$ cat src/rtl/pb_uart_tx.sv
// Picoblaze port-mapped UART transmitter: a byte FIFO feeding an 8N1 serialiser,
// plus a STATUS/CTRL/COUNT register window and a level interrupt on TX drain.
module pb_uart_tx #(
    parameter logic [7:0]  BASE_ADDR = 8'h10,
    parameter int unsigned CLK_DIV   = 434,
    parameter int unsigned FIFO_AW   = 4
) (
    input  logic       clk,
    input  logic       reset_n,
    input  logic [7:0] port_id,
    input  logic [7:0] out_port,
    input  logic       write_strobe,
    input  logic       read_strobe,
    input  logic       interrupt_ack,
    output logic [7:0] in_port,
    output logic       interrupt,
    output logic       uart_tx
);

    localparam int unsigned        Depth     = 1 << FIFO_AW;
    localparam logic [7:0]         AddrData  = BASE_ADDR;
    localparam logic [7:0]         AddrCtrl  = BASE_ADDR + 8'd1;
    localparam logic [7:0]         AddrCount = BASE_ADDR + 8'd2;
    localparam logic [15:0]        DivLast   = 16'(CLK_DIV - 1);
    localparam logic [FIFO_AW-1:0] PtrOne    = FIFO_AW'(1);
    localparam logic [FIFO_AW:0]   CntOne    = (FIFO_AW + 1)'(1);
    localparam logic [FIFO_AW:0]   CntFull   = (FIFO_AW + 1)'(Depth);

    typedef enum logic [1:0] {StIdle, StStart, StData, StStop} state_e;

    state_e             state_q, state_d;
    logic [15:0]        cnt_q, cnt_d;
    logic [2:0]         bit_q, bit_d;
    logic [7:0]         shift_q, shift_d;
    logic               tx_q, tx_d;

    logic [7:0]         mem [Depth];
    logic [FIFO_AW-1:0] wr_ptr_q, rd_ptr_q;
    logic [FIFO_AW:0]   count_q;
    logic [7:0]         fifo_rdata;
    logic               fifo_empty, fifo_full;
    logic               push_req, push, pop;

    logic               tx_en_q, irq_en_q;
    logic               overflow_q, irq_pending_q, interrupt_q;
    logic [7:0]         in_port_q, rd_data;
    logic               ctrl_wr, status_rd, frame_done, tx_ready;

    assign fifo_empty = (count_q == '0);
    assign fifo_full  = (count_q == CntFull);
    assign fifo_rdata = mem[rd_ptr_q];

    assign push_req  = write_strobe && (port_id == AddrData);
    assign ctrl_wr   = write_strobe && (port_id == AddrCtrl);
    assign status_rd = read_strobe && (port_id == AddrData);
    // A full FIFO still accepts a byte when the serialiser frees a slot this cycle.
    assign push      = push_req && (!fifo_full || pop);
    assign tx_ready  = tx_en_q && !fifo_empty;

    always_comb begin
        state_d    = state_q;
        cnt_d      = cnt_q;
        bit_d      = bit_q;
        shift_d    = shift_q;
        tx_d       = tx_q;
        pop        = 1'b0;
        frame_done = 1'b0;
        unique case (state_q)
            StIdle: begin
                if (tx_ready) begin
                    pop     = 1'b1;
                    shift_d = fifo_rdata;
                    cnt_d   = DivLast;
                    tx_d    = 1'b0;
                    state_d = StStart;
                end
            end
            StStart: begin
                if (cnt_q == '0) begin
                    cnt_d   = DivLast;
                    bit_d   = 3'd0;
                    tx_d    = shift_q[0];
                    shift_d = {1'b0, shift_q[7:1]};
                    state_d = StData;
                end else begin
                    cnt_d = cnt_q - 16'd1;
                end
            end
            StData: begin
                if (cnt_q == '0) begin
                    cnt_d = DivLast;
                    if (bit_q == 3'd7) begin
                        tx_d    = 1'b1;
                        state_d = StStop;
                    end else begin
                        bit_d   = bit_q + 3'd1;
                        tx_d    = shift_q[0];
                        shift_d = {1'b0, shift_q[7:1]};
                    end
                end else begin
                    cnt_d = cnt_q - 16'd1;
                end
            end
            StStop: begin
                if (cnt_q == '0) begin
                    frame_done = 1'b1;
                    // Chain straight into the next start bit so frames abut.
                    if (tx_ready) begin
                        pop     = 1'b1;
                        shift_d = fifo_rdata;
                        cnt_d   = DivLast;
                        tx_d    = 1'b0;
                        state_d = StStart;
                    end else begin
                        tx_d    = 1'b1;
                        state_d = StIdle;
                    end
                end else begin
                    cnt_d = cnt_q - 16'd1;
                end
            end
            default: state_d = StIdle;
        endcase
    end

    always_comb begin
        rd_data = '0;
        if (port_id == AddrData) begin
            rd_data = {3'b000, irq_pending_q, overflow_q, state_q != StIdle, fifo_full, fifo_empty};
        end else if (port_id == AddrCtrl) begin
            rd_data = {6'b000000, irq_en_q, tx_en_q};
        end else if (port_id == AddrCount) begin
            rd_data = 8'(count_q);
        end
    end

    always_ff @(posedge clk) begin
        if (!reset_n) begin
            state_q <= StIdle;
            cnt_q   <= '0;
            bit_q   <= '0;
            shift_q <= '0;
            tx_q    <= 1'b1;
        end else begin
            state_q <= state_d;
            cnt_q   <= cnt_d;
            bit_q   <= bit_d;
            shift_q <= shift_d;
            tx_q    <= tx_d;
        end
    end

    always_ff @(posedge clk) begin
        if (push) begin
            mem[wr_ptr_q] <= out_port;
        end
    end

    always_ff @(posedge clk) begin
        if (!reset_n) begin
            wr_ptr_q <= '0;
            rd_ptr_q <= '0;
            count_q  <= '0;
        end else begin
            if (push) begin
                wr_ptr_q <= wr_ptr_q + PtrOne;
            end
            if (pop) begin
                rd_ptr_q <= rd_ptr_q + PtrOne;
            end
            case ({push, pop})
                2'b10:   count_q <= count_q + CntOne;
                2'b01:   count_q <= count_q - CntOne;
                default: count_q <= count_q;
            endcase
        end
    end

    always_ff @(posedge clk) begin
        if (!reset_n) begin
            tx_en_q       <= 1'b0;
            irq_en_q      <= 1'b0;
            overflow_q    <= 1'b0;
            irq_pending_q <= 1'b0;
            interrupt_q   <= 1'b0;
            in_port_q     <= '0;
        end else begin
            if (ctrl_wr) begin
                tx_en_q  <= out_port[0];
                irq_en_q <= out_port[1];
            end
            if (push_req && !push) begin
                overflow_q <= 1'b1;
            end else if (status_rd) begin
                overflow_q <= 1'b0;
            end
            if (frame_done && fifo_empty) begin
                irq_pending_q <= 1'b1;
            end else if (interrupt_ack || (ctrl_wr && out_port[7])) begin
                irq_pending_q <= 1'b0;
            end
            interrupt_q <= irq_pending_q & irq_en_q;
            in_port_q   <= rd_data;
        end
    end

    assign in_port   = in_port_q;
    assign interrupt = interrupt_q;
    assign uart_tx   = tx_q;

endmodule

$ cat config.mk
export PLATFORM = sky130hd
export DESIGN_NAME = pb_uart_tx
export DESIGN_NICKNAME = d
export VERILOG_FILES = /design/src/rtl/pb_uart_tx.sv
export SDC_FILE = /design/constraint.sdc
export NUM_CORES = 1
export LEC_CHECK = 0
export CAP_MARGIN = 20
export CORE_MARGIN = 2
export CORE_UTILIZATION = 55
export CTS_CLUSTER_DIAMETER = 150
export DETAILED_ROUTE_END_ITERATION = 8
export PLACE_DENSITY_LB_ADDON = 0.05
export SLEW_MARGIN = 20
export SYNTH_ARGS = -nofsm -noshare
export SYNTH_HDL_FRONTEND = slang
export SYNTH_SLANG_ARGS = --single-unit
$ cat constraint.sdc
create_clock -name clk -period 3.1 [get_ports clk]
set_input_delay 0.62 -clock clk [delete_from_list [all_inputs] [get_ports clk]]
set_output_delay 0.62 -clock clk [all_outputs]
set_load 0.02 [all_outputs]
==> impl_metrics.tcl <==
set metrics [dict create \
    status "completed" \
    cts_resized 0 \
    area_growth_pct 14.6 \
    critical_path_class "reg -> reg" \
    start_kind "register" \
    synth_warnings 0 \
    timing.slew.headroom 0.512 \
    start_util 0.561 \
    rows 44 \
    final_hold_viol_count 0 \
    cts_setup_buffers 0 \
    ys_seq_area_frac 0.616 \
    regArea_um2 4990 \
    grt_pass1_vias 4747 \
    grt_first_pass_wirelength_um 25700 \
    worst_slew_pin_slew_ps 730 \
    routed_wl_um 16100 \
    gr-total-overflow 0 \
    p_leak_nw 3.19 \
    wl_per_cell_um 20.0 \
    vias_per_cell 6.01 \
    async_flop_share 0 \
    gp_congestion 0.827 \
    peakVddDrop_mv 0.540 \
    hold_class "reg -> reg" \
    vias 4842 \
    die_area_um2 15700 \
    core_um2 14400 \
    p_per_area_nw_per_um2 584 \
    arrival_ps 3040 \
    layout_worst_path_cycle_share 0.862 \
    clk_latency_ps 430 \
    io_pins 31 \
    dpl-instance-area_um2 8650 \
    fp.dieW_um 125 \
    multiInputGateArea_um2 2880 \
    drtPass1Iterations 5 \
    fillCellCount 1039 \
    port_buffers 27 \
    hpwl_um 10800 \
    skew_ps 7.42 \
    ant_nets 0 \
    ys_types 62 \
    end_kind "register" \
    fin_area_um2 9270 \
    rsz0062_at_grt "no" \
    cts_max_level 4 \
    required_ps 3460 \
    syn-cell-area_um2 8090 \
    slew_violations 0 \
    setup_violations 0 \
    synth_edf_count 128 \
    synth_cells 565 \
    tns_ps 0 \
    num-nets-final 644 \
    die_h_um 125 \
    cts_sinks 185 \
    antenna_found_initial 0 \
    synth_seq_cells 185 \
    ctsHoldBuffers 0 \
    max_freq_ghz 0.374 \
    cts_buffer_depth 2 \
    avgSynthCellArea_um2 14.3 \
    grt_max_degree 33 \
    cp_max_fo 5 \
    ys.flop_type "edfxtp_1" \
    grtUsageTotal 0.216 \
    drive_gt1_frac 0.190 \
    clk_pin_slew_ps 70 \
    min_period_ps 2670 \
    drt-initial-drc-count 378 \
    drv_cap 0 \
    cts_tree "yes" \
    cts_made_buffers 17 \
    cts_root_buffer "clkbuf_16" \
    num_antenna_cells 0 \
    drc_errors 0 \
]
power by group:
group	switching (W)	internal (W)	total, W
clock	0.000925	0.00131	0.00223
combinational	0.000286	0.000188	0.000473
sequential	0.0000266	0.00268	0.00271
total	0.00124	0.00418	0.00541
final timing paths:
kind	start	to	slack [ps]	depth (start not counted)
hold reg to reg	overflow_q	overflow_q	460	2
setup / recovery	cnt_q[0]	count_q[4]	430	12
hold / removal	overflow_q	overflow_q	460	2
setup reg to reg	cnt_q[0]	count_q[4]	430	12
per-layer routing:
metal,global-route usage,share of wire,wire length [um],vias up
met4,0.0752,0.019,314,0
met2,0.352,0.50,8000,125
met3,0.0552,0.049,788,21
met1,0.285,0.44,7040,2418
met5,0,0,0,-
li1,-,-,-,2278
cells in the final DEF (no fill, tap or decap), types with 3 or more instances in the layout:
cell	n
nor3_1	11
mux4_2	39
bufinv_16	3
a22oi_1	4
o21a_1	3
nor2_1	41
o31ai_1	5
conb_1	3
clkbuf_16	17
o221a_1	9
a211oi_2	7
nand3b_1	4
o21ai_0	12
edfxtp_1	128
dfxtp_1	56
mux2i_1	22
clkbuf_1	3
nand3_1	13
inv_1	13
nor4_1	5
nand2b_1	8
nand2_1	29
clkdlybuf4s50_1	27
or3_1	6
nor2b_1	6
a21oi_1	33
ha_1	14
inv_6	5
xor2_1	3
nand4_1	5
buf_4	29
and2_1	5
and3_1	4
o21ai_1	6
layout make-up:
type                            count  area share
Sequential cell                   185       0.538
Clock inverter                     11      0.0173
Clock buffer                       21      0.0486
Multi-Input combinational cell    335       0.311
Inverter                           13     0.00527
Tap cell                          184      0.0248
Timing Repair Buffer               57      0.0548
critical path: stages (launching register included):
cell      delay [ps]
dfxtp_1          350
inv_1             70
ha_1             180
nor4b_1          350
nand4_1          290
o21a_1           290
nor2_1           130
xor2_1            80
ha_1             240
nor4_1           200
nand2b_1          80
mux2i_1          160
mux2i_1          190
through the flow:
| stage | cells | hold WS (ps) | utilization | power [W] | setup WS [ps] |
|---|---|---|---|---|---|
| 2_1_floorplan | 567 | 431 | - | 0.00311 | 113 |
| 3_3_place_gp | 774 | 448 | 0.600 | 0.00323 | 114 |
| 3_5_place_dp | 774 | 455 | 0.600 | 0.00324 | 21.5 |
| 4_1_cts | 806 | 461 | 0.642 | 0.00546 | 405 |
| 5_1_grt | 806 | 501 | 0.642 | 0.00560 | 203 |
| 6_report | 806 | 456 | 0.642 | 0.00541 | 427 |
cell usage after synthesis, types with 8 or more instances:
library cell  count  area [um^2]
ha_1             14          175
nor3_1           11         55.1
a21oi_1          33          165
edfxtp_1        128         3840
clkbuf_1         12         45.0
dfxtp_1          57         1140
nand2_1          29          109
o221a_1           9          101
inv_1            13         48.8
o21ai_0          12         60.1
mux2i_1          22          220
nand2b_1          8         50.1
nor2_1           41          154
mux4_2           39          878
nand3_1          13         65.1
buf_2             8         40.0
cell families after synthesis:
logic type,share of synthesized area
and+or+nand+nor,0.0993
muxes,0.139
adders and majority gates,0.0217
buffers and inverters,0.0282
AOI/OAI and AO/OA,0.0921
DFF,0.616
xor gates and xnor gates,0.00325
other,0.000464
sequential cells by signal, indices dropped and copies added (netlist names), named ones only:
signal         cells
mem              128
cnt_q             16
shift_q            8
tx_en_q            1
wr_ptr_q           4
overflow_q         1
uart_tx            1
count_q            5
interrupt          1
in_port            5
state_q            2
irq_pending_q      1
rd_ptr_q           4
bit_q              3
irq_en_q           1
(Power assumes the default switching activity.)
